===== config.mk =====
export PLATFORM = sky130hd
export DESIGN_NAME = mul_arbiter
export DESIGN_NICKNAME = d
export VERILOG_FILES = /design/src/rtl/mul_arbiter.sv
export SDC_FILE = /design/constraint.sdc
export NUM_CORES = 1
export LEC_CHECK = 0
export BUFFER_PORTS_ARGS = -buffer_cell sky130_fd_sc_hd__buf_2
export CORE_AREA = 2 2 184 186
export CTS_CLUSTER_DIAMETER = 100
export DETAILED_ROUTE_END_ITERATION = 7
export DIE_AREA = 0 0 186 188
export GPL_TIMING_DRIVEN = 0
export PLACE_DENSITY = 0.44
export SYNTH_ARGS = -nofsm -noshare
export SYNTH_HDL_FRONTEND = slang
export SYNTH_SLANG_ARGS = --single-unit

===== constraint.sdc =====
create_clock -name clk -period 3.65 [get_ports clk]
set_clock_uncertainty 0.1 [all_clocks]
set_input_delay 0.365 -clock clk [delete_from_list [all_inputs] [get_ports clk]]
set_output_delay 0.365 -clock clk [all_outputs]
set_load 0.01 [all_outputs]

===== src/rtl/mul_arbiter.sv =====
// mul_arbiter: round-robin front end that shares a single multiplier among
// N requesters. One operation is in flight at a time. The arbiter waits for
// the multiplier's result (or a watchdog expiry), returns the result to the
// requester that issued the operation, then spends one cycle with the enable
// low before it can grant again.
//
// Handshake rules, used on every port group of this block:
//   request  - requester i holds req_valid[i] and its operands until the cycle
//              in which req_valid[i] & req_ready[i] is high; the pair is taken
//              at the posedge that ends that cycle. req_ready is combinational,
//              one-hot, and can only be high while the arbiter is idle.
//   response - resp_valid[i] is a single-cycle strobe with no backpressure;
//              resp_res / resp_overflow / resp_timeout hold until the next one.
//   multiplier - mul_en stays high with stable operands until mul_val is seen
//              or the watchdog fires; mul_val is ignored while mul_en is low.
module mul_arbiter #(
  parameter int N       = 4,
  parameter int W       = 32,
  parameter int TIMEOUT = 64
) (
  input  logic           clk,
  input  logic           reset,
  input  logic [N-1:0]   req_valid,
  input  logic [N*W-1:0] req_op1,
  input  logic [N*W-1:0] req_op2,
  output logic [N-1:0]   req_ready,
  output logic [N-1:0]   resp_valid,
  output logic [2*W:0]   resp_res,
  output logic           resp_overflow,
  output logic           resp_timeout,
  output logic           mul_en,
  output logic [W-1:0]   mul_op1,
  output logic [W-1:0]   mul_op2,
  input  logic [2*W:0]   mul_res,
  input  logic           mul_val,
  input  logic           mul_overflow,
  output logic [1:0]     dbg_state
);

  localparam int PW = (N > 1) ? $clog2(N) : 1;
  localparam int CW = (TIMEOUT > 1) ? $clog2(TIMEOUT) : 1;
  localparam logic [CW-1:0] CNT_LAST = CW'(TIMEOUT - 1);
  localparam logic [PW-1:0] IDX_LAST = PW'(N - 1);

  typedef enum logic [1:0] {
    S_IDLE  = 2'd0,
    S_BUSY  = 2'd1,
    S_DRAIN = 2'd2
  } state_t;

  state_t        state;
  logic [PW-1:0] ptr;
  logic [PW-1:0] id;
  logic [CW-1:0] cnt;

  logic          gnt_found;
  logic [PW-1:0] gnt_idx;
  logic [W-1:0]  sel_op1;
  logic [W-1:0]  sel_op2;

  assign dbg_state = state;

  // Round-robin search: first requester at or above ptr, then wrap to the
  // ones below ptr. Two fixed-index passes keep the search free of modulo.
  always_comb begin
    gnt_found = 1'b0;
    gnt_idx   = '0;
    for (int i = 0; i < N; i++) begin
      if (!gnt_found && req_valid[i] && (PW'(i) >= ptr)) begin
        gnt_found = 1'b1;
        gnt_idx   = PW'(i);
      end
    end
    for (int i = 0; i < N; i++) begin
      if (!gnt_found && req_valid[i] && (PW'(i) < ptr)) begin
        gnt_found = 1'b1;
        gnt_idx   = PW'(i);
      end
    end
  end

  // Operand mux for the winner only; other requesters' operands are never read.
  always_comb begin
    sel_op1 = '0;
    sel_op2 = '0;
    for (int i = 0; i < N; i++) begin
      if (gnt_idx == PW'(i)) begin
        sel_op1 = req_op1[i*W +: W];
        sel_op2 = req_op2[i*W +: W];
      end
    end
  end

  // One-hot accept for the winner, only while idle.
  always_comb begin
    req_ready = '0;
    if (state == S_IDLE && gnt_found) begin
      req_ready[gnt_idx] = 1'b1;
    end
  end

  // Sequencer: accept -> wait for result or watchdog -> one drain cycle.
  always_ff @(posedge clk) begin
    if (reset) begin
      state         <= S_IDLE;
      ptr           <= '0;
      id            <= '0;
      cnt           <= '0;
      mul_en        <= 1'b0;
      mul_op1       <= '0;
      mul_op2       <= '0;
      resp_valid    <= '0;
      resp_res      <= '0;
      resp_overflow <= 1'b0;
      resp_timeout  <= 1'b0;
    end else begin
      resp_valid <= '0;
      case (state)
        S_IDLE: begin
          if (gnt_found) begin
            mul_op1 <= sel_op1;
            mul_op2 <= sel_op2;
            id      <= gnt_idx;
            ptr     <= (gnt_idx == IDX_LAST) ? '0 : gnt_idx + PW'(1);
            cnt     <= '0;
            mul_en  <= 1'b1;
            state   <= S_BUSY;
          end
        end
        S_BUSY: begin
          // A result arriving in the watchdog's final cycle still wins.
          if (mul_val) begin
            resp_res       <= mul_res;
            resp_overflow  <= mul_overflow;
            resp_timeout   <= 1'b0;
            resp_valid[id] <= 1'b1;
            mul_en         <= 1'b0;
            state          <= S_DRAIN;
          end else if (cnt == CNT_LAST) begin
            resp_res       <= '0;
            resp_overflow  <= 1'b0;
            resp_timeout   <= 1'b1;
            resp_valid[id] <= 1'b1;
            mul_en         <= 1'b0;
            state          <= S_DRAIN;
          end else begin
            cnt <= cnt + CW'(1);
          end
        end
        S_DRAIN: begin
          // Enable stays low here so the multiplier sees a gap between ops.
          state <= S_IDLE;
        end
        default: begin
          state <= S_IDLE;
        end
      endcase
    end
  end

endmodule


# After elaboration in Yosys (flattened, before gate mapping)
# Index checks and enable logic that the tools add are counted.
# classes
n_mux	48
bitwise_logic	1
n_reduce_logical	35
add_sub_neg	2
n_eq_ne	9
magnitude_cmp	12
# op_table
op	count
32-bit 2-to-1 mux	8
65-bit 2-to-1 mux	2
2-bit 2-to-1 mux	10
1-bit logical AND	18
6-bit 2-to-1 mux	3
1-bit 2-to-1 mux	17
4-bit 2-to-1 mux	3
6-bit one-hot mux with 2 select lines	1
1-bit logical NOT	7
6-bit by 1-bit adder with 6-bit output (second input constant)	1
6-bit == test (second input constant)	1
2-bit by 3-bit less-than comparator with 1-bit output (second input constant)	2
2-bit inequality test (second input constant)	3
2-bit AND reduction	3
1-bit demux with 2-bit select	2
2-bit by 1-bit == test with 1-bit output (second input constant)	2
2-bit == test (second input constant)	2
1-bit by 2-bit >= comparator with 1-bit output (first input constant)	2
2-bit by 1-bit >= comparator with 1-bit output (second input constant)	2
2-bit >= comparator (first input constant)	2
2-bit logical NOT	2
1-bit by 2-bit less-than comparator with 1-bit output (first input constant)	2
2-bit less-than comparator (first input constant)	2
2-bit one-hot mux with 2 select lines	1
8 further kinds	9
# totals
out_inout_bits	142
input_bits	329
word_cells	118
register_bits	148

# Depth between registers and ports, before layout
# depth
depth_word	36
depth_mapped	12
mapped_depth_nobuf	9

# Worst setup path after synthesis
# OpenSTA, ideal clock, no wires.
# synth_timing
kind	register to register
startpoint	register ptr[1]
endpoint	register mul_op1[26]
synth_period_minus_slack_ps	2747
setup_slack_ps	903
setup_ps	135
path_buffers	3
required_ps	3415
t_arrival_ps	2512
stages_incl_launch_ff	13
cell_sequence	dfxtp_1 > clkbuf_1 > mux2i_1 > nor2_1 > nor3_1 > inv_1 > ha_1 > nor2b_1 > buf_2 > clkbuf_1 > a221o_1 > a221oi_2 > nor3_2
# synth_between
elab_chain_cells	36
# synth_lines
element	line	text
from (decl)	52	logic [PW-1:0] ptr;
from (signal assigned)	124	ptr <= (gnt_idx == IDX_LAST) ? '0 : gnt_idx + PW'(1);
1-bit by 2-bit >= comparator with 1-bit output	69	if (!gnt_found && req_valid[i] && (PW'(i) >= ptr)) begin
1-bit logical AND	69	
1-bit 2-to-1 mux	69	
1-bit logical NOT	69	
1-bit logical AND (2 in series)	69	
1-bit 2-to-1 mux	69	
1-bit logical NOT	69	
1-bit logical AND (2 in series)	69	
[... 16 more ...]	n/a	
1-bit 2-to-1 mux	75	if (!gnt_found && req_valid[i] && (PW'(i) < ptr)) begin
1-bit logical NOT	75	
1-bit logical AND (2 in series)	75	
2-bit 2-to-1 mux *	75	
via gnt_idx[0]	57	logic [PW-1:0] gnt_idx;
2-bit logical NOT	87	if (gnt_idx == PW'(i)) begin
32-bit 2-to-1 mux (3 in series)	87	
32-bit 2-to-1 mux *	87	
to (signal assigned)	121	mul_op1 <= sel_op1;
to (decl)	32	output logic [W-1:0] mul_op1,
# The timed path passes the listed nets; every way through them passes the cells marked *.
# A chain may end at the register's enable or synchronous reset.

# Worst setup path after layout
# layout_timing
startpoint	register ptr[1]
endpoint	output req_ready[2]
# layout_between
elab_chain_cells	36
# layout_lines
element	line	text
1-bit by 2-bit >= comparator with 1-bit output	69	
1-bit logical AND	69	
1-bit 2-to-1 mux	69	
1-bit logical NOT	69	
1-bit logical AND (2 in series)	69	
1-bit 2-to-1 mux	69	
1-bit logical NOT	69	
1-bit logical AND (2 in series)	69	
[... 18 more ...]	n/a	
1-bit logical AND (2 in series)	75	
2-bit 2-to-1 mux *	75	
via gnt_idx[0]	57	
2-bit by 3-bit less-than comparator with 1-bit output (implied by the code) / 2-bit by 1-bit >= comparator with 1-bit output (equally long branches)	98	req_ready[gnt_idx] = 1'b1;
1-bit logical AND (implied by the code)	98	
1-bit 2-to-1 mux (implied by the code)	98	
1-bit demux with 2-bit select *	98	
4-bit 2-to-1 mux *	97	if (state == S_IDLE && gnt_found) begin
to (decl)	26	output logic [N-1:0] req_ready,
# Marks and branches as above.

==> summary.json <==
{
  "cts_root_buf": {"value": "clkbuf_16"},
  "post_synth_instance_area": {"value": 7238, "unit": "µm²"},
  "final_core_utilization": {"value": 32.50, "unit": "%"},
  "fill_cells": {"value": 3543},
  "synth_cells": {"value": 761},
  "layout.area.seq": {"value": 2963, "unit": "µm²"},
  "sequential_element_share_of_the_synthesized_area": {"value": 40.93, "unit": "%"},
  "postSynth.asyncResetShare": {"value": 0, "unit": "%"},
  "timing.final.ws_setup": {"value": 0.2872, "unit": "ns"},
  "iteration_count_of_the_initial_detailed_routing_pass": {"value": 4},
  "crit_arrival": {"value": 2.90, "unit": "ns"},
  "timing_max_transition_violations_final": {"value": 0},
  "detailedPlace.worstSlack": {"value": -0.1635, "unit": "ns"},
  "portbufs": {"value": 469},
  "worst_setup_path_end_kind": {"value": "primary output"},
  "power.leakage": {"value": 0.005244, "unit": "µW"},
  "crit_top_cell": {"value": "clkbuf_1"},
  "grt_use_met1": {"value": 19.45, "unit": "%"},
  "critical_path_buf_inv_count": {"value": 5},
  "drtAntennaViolNets": {"value": 0},
  "global_route.usage.met3": {"value": 6.448, "unit": "%"},
  "max-cap-violations": {"value": 0},
  "grt_usage": {"value": 18.27, "unit": "%"},
  "postSynthRegisterBits": {"value": 148},
  "synth_flop_cell": {"value": "dfxtp_1"},
  "die_height": {"value": 188, "unit": "µm"},
  "layout_cell_share_with_drive_strength_beyond_1": {"value": 47.62, "unit": "%"},
  "path_class": {"value": "reg -> out"},
  "critical_path.startpoint_type": {"value": "flop"},
  "dieWidth": {"value": 186, "unit": "µm"},
  "post-cts-setup-buffers": {"value": 0},
  "critPathSlowestCell": {"value": "clkbuf_1"},
  "layout_min_cycle_time": {"value": 3.363, "unit": "ns"},
  "max_slew_margin": {"value": 52.66, "unit": "%"},
  "holdCritPathClass": {"value": "in -> reg"},
  "clockBufferDepth": {"value": 2},
  "path_max_fanout": {"value": 10},
  "floorplan.initialDensity": {"value": 21.86, "unit": "%"},
  "finalSetupViolCount": {"value": 0},
  "drcViolationCount": {"value": 0},
  "final_hold_vios": {"value": 0},
  "crit_family": {"value": "buffers and inverters"},
  "critPathRequiredTime": {"value": 3.18, "unit": "ns"},
  "dpl.hpwl": {"value": 26350, "unit": "µm"},
  "timing.fmax": {"value": 297.4, "unit": "MHz"},
  "cts_htree_levels": {"value": 4},
  "outcome": {"value": "finished clean"},
  "avg_vias_per_cell": {"value": 4.587},
  "number_of_rows_created_at_floorplan": {"value": 67},
  "top_usage_layer": {"value": "met2"},
  "routed_wire_length": {"value": 33170, "unit": "µm"},
  "globalplace.congestion": {"value": 0.8609},
  "ys.warnings.count": {"value": 0},
  "setup_repair_after_global_routing_missed_its_margin": {"value": "false"},
  "first_pass_grt_wire_length": {"value": 47220, "unit": "µm"},
  "clock_sink_count": {"value": 148},
  "post_synth.cell_area_avg": {"value": 9.511, "unit": "µm²"},
  "layout_commonest_cell": {"value": "buf_2"},
  "vdd_ir_drop_max": {"value": 311.9, "unit": "µV"},
  "post_drt_wl_per_cell": {"value": 19.33, "unit": "µm"},
  "gr-usage-met2": {"value": 34.17, "unit": "%"},
  "area_delta_synth_final": {"value": 48.69, "unit": "%"},
  "pin_count": {"value": 471},
  "path_cells": {"value": "clkbuf_1 > mux2i_1 > nor2_1 > nor3_4 > inv_1 > ha_1 > clkbuf_2 > clkbuf_1 > and2_1 > buf_2"},
  "worst-slew-pin-transition": {"value": 0.7077, "unit": "ns"},
  "worstSkewPairLatency": {"value": 0.43, "unit": "ns"},
  "cts_buffers": {"value": 17},
  "die-area": {"value": 34970, "unit": "µm²"},
  "min_period_over_period": {"value": 92.13, "unit": "%"},
  "initial_antenna_violation_count": {"value": 16},
  "pin_count_of_the_biggest_net_entering_global_routing": {"value": 20},
  "grt_overflow_total": {"value": 0},
  "via_count_of_the_first_global_routing_pass": {"value": 7840},
  "p_per_area": {"value": 507.9, "unit": "nW/µm²"},
  "net_count_of_the_finished_layout": {"value": 1583},
  "syn_nets": {"value": 1095},
  "drt-initial-drc-count": {"value": 260},
  "yosys.cell_types.count": {"value": 46},
  "longest_individual_stage_delay_on_the_worst_path": {"value": 0.33, "unit": "ns"},
  "overall_via_count_from_detail_route": {"value": 7872},
  "core-area": {"value": 33110, "unit": "µm²"},
  "multi_input_logic_area": {"value": 3583, "unit": "µm²"},
  "clkTransAtPathRegs": {"value": 0.07, "unit": "ns"},
  "layout_common_cells": {"value": "buf_2 (484), dfxtp_1 (148), a21oi_1 (75)"},
  "cts_tree": {"value": "done"},
  "number_of_synthesized_flops_with_an_enable_pin": {"value": 0}
}
[repair_timing]
item	CTS	global route
hold buffers	1	0
gates cloned	0	0
resized for setup	2	5
pin swaps	0	0
endpoints found under the hold margin	1	0
setup endpoints to repair	42	30
[layer usage]
layer	wire, µm	vias to the layer above
met5	77	-
met4	308	12
met3	2769	36
met2	17210	324
met1	12800	3626
li1	-	3874
[registers in the layout, indices dropped and copies added (netlist names)]
signal	flops
mul_op2	32
cnt	6
resp_res	65
resp_valid	4
dbg_state	2
mul_op1	32
ptr	2
id	2
resp_timeout	1
mul_en	1
resp_overflow	1
[path summary, 6_finish.rpt]
check        slack (ns)           end   startpoint  cells past startpoint
min reg2reg        0.35        mul_en       mul_en                      1
min                0.04  resp_res[64]  mul_res[64]                      2
max                0.29  req_ready[2]       ptr[1]                     10
max reg2reg        0.44   mul_op2[29]       ptr[1]                     12
[cells in the mapped netlist, types with 2 or more instances]
cell type / number / area [µm²]
a221o_1: 64 / 640.6
inv_1: 68 / 255.2
ha_1: 5 / 62.56
nor2_1: 70 / 262.8
buf_4: 4 / 30.03
nor3_1: 55 / 275.3
o211ai_1: 2 / 15.01
a21o_1: 2 / 15.01
a211oi_1: 2 / 15.01
a221oi_2: 50 / 750.7
buf_8: 5 / 75.07
clkbuf_1: 50 / 187.7
dfxtp_1: 148 / 2963
a221oi_1: 14 / 122.6
buf_6: 5 / 56.30
nor3b_1: 4 / 30.03
buf_2: 15 / 75.07
nand3_1: 8 / 40.04
nand2_1: 6 / 22.52
nand3b_1: 2 / 15.01
nor3_2: 11 / 110.1
a31oi_1: 2 / 12.51
o21bai_1: 2 / 15.01
and2_1: 6 / 37.54
a22o_1: 66 / 578.1
a21oi_1: 75 / 375.4
[stage by stage]
| stage | total power, µW | setup TNS [ns] | area (µm²) | hold slack [ns] | std cells |
|---|---|---|---|---|---|
| after global routing | 5788 | 0 | 10760 | 0.003615 | 1713 |
| after detailed placement | 3735 | -1.987 | 10150 | 0.3395 | 1678 |
| after global placement | 3730 | -0.2839 | 10150 | 0.3334 | 1678 |
| final | 5466 | 0 | 10760 | 0.04196 | 1716 |
| after floorplan | 3008 | 0 | 7238 | 0.3398 | 761 |
| after CTS | 5557 | 0 | 10740 | 0.003773 | 1710 |
[kinds of logic after synthesis]
logic type,after synthesis,share of synthesized area [%]
AOI/OAI and AO/OA,286,35.85
and+or+nand+nor,172,12.50
buffers and inverters,149,9.715
DFF,148,40.93
adders and majority gates,5,0.8643
muxes,1,0.1383
[report_power, final]
group / internal [µW] / switching (µW)
Sequential: 1790 / 88.8
Clock: 981 / 797
Combinational: 781 / 1030
Total: 3550 / 1920
[final cells by class]
cell class                 count  area share [%]
inverter                      68           2.372
clock buffer                  19           4.115
multi-input combinational    464           33.29
clock inverter                13           1.279
sequential                   148           27.53
buffer                        80           4.162
timing repair buffer         470           21.90
tap                          448           5.208
antenna                        6          0.1395
(Power assumes the default switching activity.)
